$ cat src/rtl/pif_ram_arbiter.sv
// Purpose: arbitrates a serial-side port (A, with 16-beat bursts) and a CPU port (B) onto one single-port RAM.
// Latency: request sampled at cycle N, RAM access and grant registered at N+1, read data with rvalid at N+2.
// Backpressure: a requester is masked in its own grant cycle; B is locked out while an A burst is in progress.
// Optional feature: define PIF_RAM_ARB_BURST_TIMEOUT_EN to abort a stalled burst after 64 idle cycles (sets burst_err).
module pif_ram_arbiter (
    input  logic        clk,
    input  logic        reset,
    // serial side (A)
    input  logic        a_req,
    input  logic        a_wren,
    input  logic        a_burst,
    input  logic [8:0]  a_addr,
    input  logic [31:0] a_wdata,
    output logic        a_gnt,
    output logic        a_rvalid,
    output logic [31:0] a_rdata,
    // CPU side (B)
    input  logic        b_req,
    input  logic        b_wren,
    input  logic [8:0]  b_addr,
    input  logic [31:0] b_wdata,
    input  logic [3:0]  b_be,
    output logic        b_gnt,
    output logic        b_rvalid,
    output logic [31:0] b_rdata,
    // single-port RAM, one-cycle read latency
    output logic [8:0]  ram_addr,
    output logic        ram_wren,
    output logic [3:0]  ram_be,
    output logic [31:0] ram_wdata,
    input  logic [31:0] ram_rdata,
    // status
    output logic        burst_active,
    output logic        burst_err
);

    typedef enum logic [1:0] {
        IDLE    = 2'd0,
        GNT_A   = 2'd1,
        GNT_B   = 2'd2,
        BURST_A = 2'd3
    } state_t;

    state_t      state_q, state_d;
    logic        last_a_q, last_a_d;          // 1: A won the last contest, 0: B (reset value)
    logic        a_gnt_q, a_gnt_d;
    logic        b_gnt_q, b_gnt_d;
    logic [8:0]  ram_addr_q, ram_addr_d;
    logic        ram_wren_q, ram_wren_d;
    logic [3:0]  ram_be_q, ram_be_d;
    logic [31:0] ram_wdata_q, ram_wdata_d;
    logic        a_rvalid_q, a_rvalid_d;
    logic        b_rvalid_q, b_rvalid_d;
    logic [31:0] a_rdata_q, a_rdata_d;
    logic [31:0] b_rdata_q, b_rdata_d;
    logic [8:0]  base_q, base_d;
    logic [3:0]  beat_q, beat_d;
    logic        burst_wren_q, burst_wren_d;
    logic        burst_active_q, burst_active_d;

`ifdef PIF_RAM_ARB_BURST_TIMEOUT_EN
    logic [5:0]  idle_cnt_q, idle_cnt_d;
    logic        burst_err_q, burst_err_d;
`endif

    logic a_ok;
    logic b_ok;
    logic burst_last;

    // A requester that holds a grant this cycle sits out the contest
    assign a_ok = a_req & ~a_gnt_q;
    assign b_ok = b_req & ~b_gnt_q;

    // Arbitration, burst sequencing and next-state for the RAM command registers
    always_comb begin
        state_d      = IDLE;
        last_a_d     = last_a_q;
        a_gnt_d      = 1'b0;
        b_gnt_d      = 1'b0;
        ram_addr_d   = ram_addr_q;
        ram_wren_d   = 1'b0;
        ram_be_d     = 4'h0;
        ram_wdata_d  = ram_wdata_q;
        base_d       = base_q;
        beat_d       = beat_q;
        burst_wren_d = burst_wren_q;
        burst_last   = 1'b0;
`ifdef PIF_RAM_ARB_BURST_TIMEOUT_EN
        idle_cnt_d   = idle_cnt_q;
        burst_err_d  = burst_err_q;
`endif

        case (state_q)
            BURST_A: begin
                state_d = BURST_A;
                if (a_ok) begin
                    a_gnt_d     = 1'b1;
                    ram_addr_d  = base_q + {5'd0, beat_q};
                    ram_wren_d  = burst_wren_q;
                    ram_be_d    = 4'hF;
                    ram_wdata_d = a_wdata;
                    beat_d      = beat_q + 4'd1;
`ifdef PIF_RAM_ARB_BURST_TIMEOUT_EN
                    idle_cnt_d  = 6'd0;
`endif
                    if (beat_q == 4'd15) begin
                        // final beat: hand the next contest to B
                        burst_last = 1'b1;
                        state_d    = GNT_A;
                        last_a_d   = 1'b1;
                        beat_d     = 4'd0;
                    end
                end
`ifdef PIF_RAM_ARB_BURST_TIMEOUT_EN
                else if (idle_cnt_q == 6'd63) begin
                    // 64th consecutive cycle without a beat: give up on the burst
                    state_d     = IDLE;
                    beat_d      = 4'd0;
                    idle_cnt_d  = 6'd0;
                    burst_err_d = 1'b1;
                    last_a_d    = 1'b1;
                end else begin
                    idle_cnt_d = idle_cnt_q + 6'd1;
                end
`endif
            end
            default: begin
                // IDLE, GNT_A, GNT_B: round-robin contest between eligible requesters
                if (a_ok && (!b_ok || !last_a_q)) begin
                    a_gnt_d     = 1'b1;
                    last_a_d    = 1'b1;
                    ram_addr_d  = a_addr;
                    ram_wren_d  = a_wren;
                    ram_be_d    = 4'hF;
                    ram_wdata_d = a_wdata;
                    if (a_burst) begin
                        state_d      = BURST_A;
                        base_d       = a_addr;
                        beat_d       = 4'd1;
                        burst_wren_d = a_wren;
`ifdef PIF_RAM_ARB_BURST_TIMEOUT_EN
                        idle_cnt_d   = 6'd0;
`endif
                    end else begin
                        state_d = GNT_A;
                    end
                end else if (b_ok) begin
                    state_d     = GNT_B;
                    b_gnt_d     = 1'b1;
                    last_a_d    = 1'b0;
                    ram_addr_d  = b_addr;
                    ram_wren_d  = b_wren;
                    ram_be_d    = b_be;
                    ram_wdata_d = b_wdata;
                end
            end
        endcase

        burst_active_d = (state_d == BURST_A) | burst_last;
    end

    // Read return: rvalid one cycle after a read command, rdata holds between pulses
    always_comb begin
        a_rvalid_d = a_gnt_q & ~ram_wren_q;
        b_rvalid_d = b_gnt_q & ~ram_wren_q;
        a_rdata_d  = a_rvalid_q ? ram_rdata : a_rdata_q;
        b_rdata_d  = b_rvalid_q ? ram_rdata : b_rdata_q;
    end

    // State and command registers with synchronous reset
    always_ff @(posedge clk) begin
        if (reset) begin
            state_q        <= IDLE;
            last_a_q       <= 1'b0;
            a_gnt_q        <= 1'b0;
            b_gnt_q        <= 1'b0;
            ram_addr_q     <= 9'd0;
            ram_wren_q     <= 1'b0;
            ram_be_q       <= 4'h0;
            ram_wdata_q    <= 32'd0;
            a_rvalid_q     <= 1'b0;
            b_rvalid_q     <= 1'b0;
            a_rdata_q      <= 32'd0;
            b_rdata_q      <= 32'd0;
            base_q         <= 9'd0;
            beat_q         <= 4'd0;
            burst_wren_q   <= 1'b0;
            burst_active_q <= 1'b0;
        end else begin
            state_q        <= state_d;
            last_a_q       <= last_a_d;
            a_gnt_q        <= a_gnt_d;
            b_gnt_q        <= b_gnt_d;
            ram_addr_q     <= ram_addr_d;
            ram_wren_q     <= ram_wren_d;
            ram_be_q       <= ram_be_d;
            ram_wdata_q    <= ram_wdata_d;
            a_rvalid_q     <= a_rvalid_d;
            b_rvalid_q     <= b_rvalid_d;
            a_rdata_q      <= a_rdata_d;
            b_rdata_q      <= b_rdata_d;
            base_q         <= base_d;
            beat_q         <= beat_d;
            burst_wren_q   <= burst_wren_d;
            burst_active_q <= burst_active_d;
        end
    end

`ifdef PIF_RAM_ARB_BURST_TIMEOUT_EN
    // Burst stall watchdog; burst_err stays set until reset
    always_ff @(posedge clk) begin
        if (reset) begin
            idle_cnt_q  <= 6'd0;
            burst_err_q <= 1'b0;
        end else begin
            idle_cnt_q  <= idle_cnt_d;
            burst_err_q <= burst_err_d;
        end
    end
    assign burst_err = burst_err_q;
`else
    assign burst_err = 1'b0;
`endif

    assign a_gnt        = a_gnt_q;
    assign b_gnt        = b_gnt_q;
    assign a_rvalid     = a_rvalid_q;
    assign b_rvalid     = b_rvalid_q;
    assign a_rdata      = a_rdata_d;
    assign b_rdata      = b_rdata_d;
    assign ram_addr     = ram_addr_q;
    assign ram_wren     = ram_wren_q;
    assign ram_be       = ram_be_q;
    assign ram_wdata    = ram_wdata_q;
    assign burst_active = burst_active_q;

endmodule

$ cat config.mk
export PLATFORM = sky130hd
export DESIGN_NAME = pif_ram_arbiter
export DESIGN_NICKNAME = d
export VERILOG_FILES = /design/src/rtl/pif_ram_arbiter.sv
export SDC_FILE = /design/constraint.sdc
export NUM_CORES = 1
export LEC_CHECK = 0
export ABC_CLOCK_PERIOD_IN_PS = 2700
export CELL_PAD_IN_SITES_DETAIL_PLACEMENT = 1
export CELL_PAD_IN_SITES_GLOBAL_PLACEMENT = 2
export CORE_MARGIN = 1.5
export CORE_UTILIZATION = 25
export CTS_BUF_LIST = sky130_fd_sc_hd__clkbuf_4
export CTS_CLUSTER_SIZE = 24
export DETAILED_ROUTE_END_ITERATION = 16
export PLACE_DENSITY_LB_ADDON = 0.1
export REMOVE_ABC_BUFFERS = 1
export SLEW_MARGIN = 20
export SYNTH_ARGS = -nofsm -noshare
export SYNTH_HDL_FRONTEND = slang
export SYNTH_SLANG_ARGS = --single-unit
$ cat constraint.sdc
create_clock -name clk -period 2.7 [get_ports clk]
set_input_delay 0.54 -clock clk [delete_from_list [all_inputs] [get_ports clk]]
set_output_delay 0.54 -clock clk [all_outputs]
set_load 0.02 [all_outputs]
[After elaboration in Yosys (flattened, before gate mapping)]
Index checks and enable logic that the tools add are counted.
Storage, ports and cells
  bits in registers: 132
  output and inout port bits: 116
Operators by class
  add/sub/neg operators: 2
  reduce and logical (&&, ||, !) cells: 12
  multiplexer cells: 41
  bitwise operators: 9
  equality and inequality tests: 5
Operators with widths (number)
  two-way mux 32 bit: 6
  two-way mux 4 bit: 9
  two-way mux 9 bit: 4
  two-way mux 1 bit: 16
  two-way mux 2 bit: 6
  adder 9 x 4 -> 9 bit: 1
  AND reduction 3 bit: 3
  adder 4 x 1 -> 4 bit (second input constant): 1
  AND 1 bit: 4
  equality test 2 bit (second input constant): 2
  equality test 4 bit (second input constant): 1
  inequality test 2 bit (second input constant): 2
  NOT 1 bit: 4
  nonzero test 2 bit: 2
  nonzero test 3 bit: 1
  OR reduction 3 bit: 1
  zero test 1 bit: 2
  AND reduction 2 bit: 1
  logical AND 1 bit: 1
  logical OR 1 bit: 1
  OR 1 bit: 1

[Depth between registers and ports, before layout]
  depth in word-level cells: 9
  mapped depth: 8
  gate-level depth less buffers: 8

[Least setup slack after synthesis]
No wires, ideal clock.
  path type: register -> register
  from: reg beat_q[0]
  to: reg ram_addr_q[6] (netlist: ram_addr[6])
  buffers on the path: 0
  stages on the path, launching flop included: 9
  data required time: 2599 ps
  period minus slack after synthesis: 1980 ps
  path slack: 720 ps
  arrival: 1879 ps
  setup time: 101 ps
  path through: dfxtp_1 > ha_1 > inv_1 > fa_1 > nand2b_1 > a211oi_2 > xor2_1 > nor2_1 > o41ai_1
Between the ends
  cells in the longest elaborated chain, start to end: 3
RTL lines
  from (decl): RTL line 57  | logic [3:0] beat_q, beat_d;
  from (signal assigned): RTL line 203  | beat_q <= beat_d;
  adder 9 x 4 -> 9 bit: RTL line 98  | ram_addr_d = base_q + {5'd0, beat_q};
  two-way mux 9 bit: RTL line 96  | if (a_ok) begin
  two-way mux 9 bit: RTL line 93  | case (state_q)
  to (signal assigned): RTL line 194  | ram_addr_q <= ram_addr_d;
  to (decl): RTL line 48  | logic [8:0] ram_addr_q, ram_addr_d;
No other way between the ends. The select of a mux whose other input is x is not followed.
A chain may end at the register's enable or synchronous reset.

[Worst setup path in the final report]
  from: reg b_rvalid_q (netlist: b_rvalid)
  to: out b_rdata[20]
Between the ends
  cells in the longest elaborated chain, start to end: 1
RTL lines
  from (decl): RTL line 53  | logic b_rvalid_q, b_rvalid_d;
  from (signal assigned): RTL line 199  | b_rvalid_q <= b_rvalid_d;
  two-way mux 32 bit: RTL line 167  | b_rdata_d = b_rvalid_q ? ram_rdata : b_rdata_q;
  to (decl): RTL line 25  | output logic [31:0] b_rdata,
No other way between the ends.

==> flow_metrics.env <==
export IMPL_synth_top_area_share_pct=45.8
export IMPL_place_hpwl_um=13900
export IMPL_initial_core_util_pct=25.5
export IMPL_max_stage_delay_ps=540
export IMPL_cp_slowest_cell="clkdlybuf4s50_1"
export IMPL_route_detailed_drc=0
export IMPL_synth_area_um2=5770
export IMPL_die_area_um2=24000
export IMPL_synth_seq_area_share_pct=45.8
export IMPL_ys_warnings_count=0
export IMPL_fin_crit_sh_pct=96.0
export IMPL_startpoint="b_rvalid"
export IMPL_synth_seq_cells=132
export IMPL_cts_path_max_buffers=2
export IMPL_synth_edf_count=0
export IMPL_peakVddDrop_mv=0.179
export IMPL_drt_iter0_drc=126
export IMPL_rows=55
export IMPL_clk_latency_ps=530
export IMPL_boundaryPins=241
export IMPL_dpl_cell_count=1086
export IMPL_cp_arrival_ps=2050
export IMPL_critPathCapture="b_rdata[20]"
export IMPL_coreArea_um2=22600
export IMPL_layout_cells_non_filler=1121
export IMPL_portBuffers=239
export IMPL_die_height_um=155
export IMPL_ant_nets=0
export IMPL_rsz0062_at_grt="false"
export IMPL_gr_usage_all_layers_pct=16.4
export IMPL_crit_chain="clkbuf_16 -> mux2_2 -> clkdlybuf4s50_1"
export IMPL_slew_headroom_pct=44.2
export IMPL_overflow=0
export IMPL_period_needed_ps=2590
export IMPL_antenna_found_initial=2
export IMPL_gp_congestion=0.766
export IMPL_cts_tree="built"
export IMPL_worstRegToRegCells=8
export IMPL_power_per_cell_area_nw_per_um2=530
export IMPL_grt_pass1_wl_um=30800
export IMPL_fin_skew_ps=28.8
export IMPL_firstDrtPassIters=4
export IMPL_netlist_cell_type_count=54
export IMPL_leakagePower_nw=3.86
export IMPL_htree_num_levels=4
export IMPL_die_x_um=155
export IMPL_path_max_fanout=16
export IMPL_r2r_slack_ps=350
export IMPL_synthTopCellsByArea="dfxtp_1, mux2_2, nor2b_1, a311oi_1, nor2_1"
export IMPL_final_max_slew_violation_count=0
export IMPL_via_per_inst=4.60
export IMPL_post_cts_buffers=0
export IMPL_hold_path_class="reg -> reg"
export IMPL_grt_max_degree=74
export IMPL_worstSetupStartpointType="flop"
export IMPL_syn2layout_area_growth_pct=53.0
export IMPL_synth_ff_type="dfxtp_1"
export IMPL_hold_buffers=0
export IMPL_r2r_start="beat_q[0]"
export IMPL_async_reset_ff_share_pct=0
export IMPL_hold_viol_final=0
export IMPL_netlist_top_cells_count="dfxtp_1, mux2_2, nor2b_1"
export IMPL_drive_gt1_share_pct=15.3
export IMPL_end_kind="output pin"
export IMPL_crit_type="reg -> out"
export IMPL_synth_avg_cell_area_um2=9.68
export IMPL_max_freq_mhz=386
export IMPL_grt_pass1_vias=5611
export IMPL_wl_per_cell_um=17.5
export IMPL_synthCells=596
export IMPL_synth_area_leader_cell="dfxtp_1"
export IMPL_yosysMostFrequentCell="dfxtp_1"
export IMPL_clk_pin_slew_ps=120
export IMPL_nets=952
export IMPL_p_total_mw=4.68
export IMPL_clock_sinks=132
export IMPL_cts_buffers_inserted=17
export IMPL_cts_root_buf="clkbuf_4"
export IMPL_rr_endpoint="ram_addr[6]"
export IMPL_vias=5156
export IMPL_drv_cap=0
export IMPL_crit_required_ps=2160
export IMPL_wirelength_um=19600
export IMPL_worst_pin_slew_ps=838
export IMPL_outcome="completed"
export IMPL_setup_violations=0
[flip-flops by register name, summed over array words and instances (netlist names), 2 cells and up]
register	count
ram_be	4
ram_wdata	32
a_rdata_q	32
b_rdata_q	32
beat_q	4
ram_addr	9
base_q	9
state_q	2
[logic make-up after synthesis]
kind of cell | share of synthesized area, %
simple gates | 18.2
flops | 45.8
compound gates | 13.2
mux | 15.5
buf+inv | 4.86
fa+ha+maj | 1.43
xor+xnor | 0.910
other cells | 0.0650
[cell type report]
type / instances / area, um^2
diodes: 2 / 5.00
clock buffers: 18 / 135
clock inverters: 14 / 176
fillers: 2577 / 13800
inverters: 5 / 18.8
multi-input cells: 411 / 2850
flip-flops and latches: 132 / 2650
well taps: 285 / 357
repair buffers: 254 / 2640
[worst min path at each step]
stage	from	end	slack (ps)	depth (start not counted)
final	ram_wren	b_rvalid	450	1
after global routing	ram_wren	b_rvalid	490	1
after CTS	ram_addr[1]	ram_addr[1]	460	2
after detailed placement	ram_wren	b_rvalid	440	1
after global placement	ram_addr[1]	ram_addr[1]	440	2
after floorplan	beat_q[3]	beat_q[3]	460	1
[layer usage]
metal	GRT usage, %	part of all wire, %	vias to the layer above
met5	0	0	-
met4	5.22	1.7	0
met3	5.54	7.2	20
met2	27.8	48	161
met1	19.5	43	2459
li1	-	-	2516
[repair_timing]
action / CTS / global route
endpoints found under the setup margin: 30 / 51
cloned: 0 / 1
endpoints found under the hold margin: 0 / 0
resized for setup: 12 / 25
[worst max-delay path: cells and delay by family, from the launching register on]
kind | cells | cell delay (ps)
buf+inv | 2 | 760
flops | 1 | 410
mux | 1 | 360
[power by group]
group / switching [mW] / internal (mW) / total, mW
Clock: 0.813 / 0.663 / 1.48
Combinational: 0.526 / 0.555 / 1.08
Sequential: 0.0605 / 2.06 / 2.13
Total: 1.40 / 3.28 / 4.68
[cell usage in the layout (no fill, tap or decap), types with 18 or more instances in the layout]
| cell type | n |
|---|---|
| mux2_2 | 66 |
| a311oi_1 | 34 |
| nor2b_1 | 65 |
| clkdlybuf4s50_1 | 207 |
| clkbuf_4 | 18 |
| nor2_1 | 59 |
| o21ai_0 | 36 |
| dlymetal6s2s_1 | 22 |
| nand2_1 | 54 |
| dfxtp_1 | 130 |
[through the flow]
stage	cell area [um^2]	setup slack (ps)	hold WS (ps)	util [%]	TNS, ps
final	8830	107	453	39.0	0
after global routing	8830	6.39	485	39.0	0
after CTS	8740	-7.19	462	38.6	-30.0
after detailed placement	8430	222	443	37.2	0
after global placement	8430	192	443	37.2	0
after floorplan	5510	258	461	-	0
(Power assumes the default switching activity.)
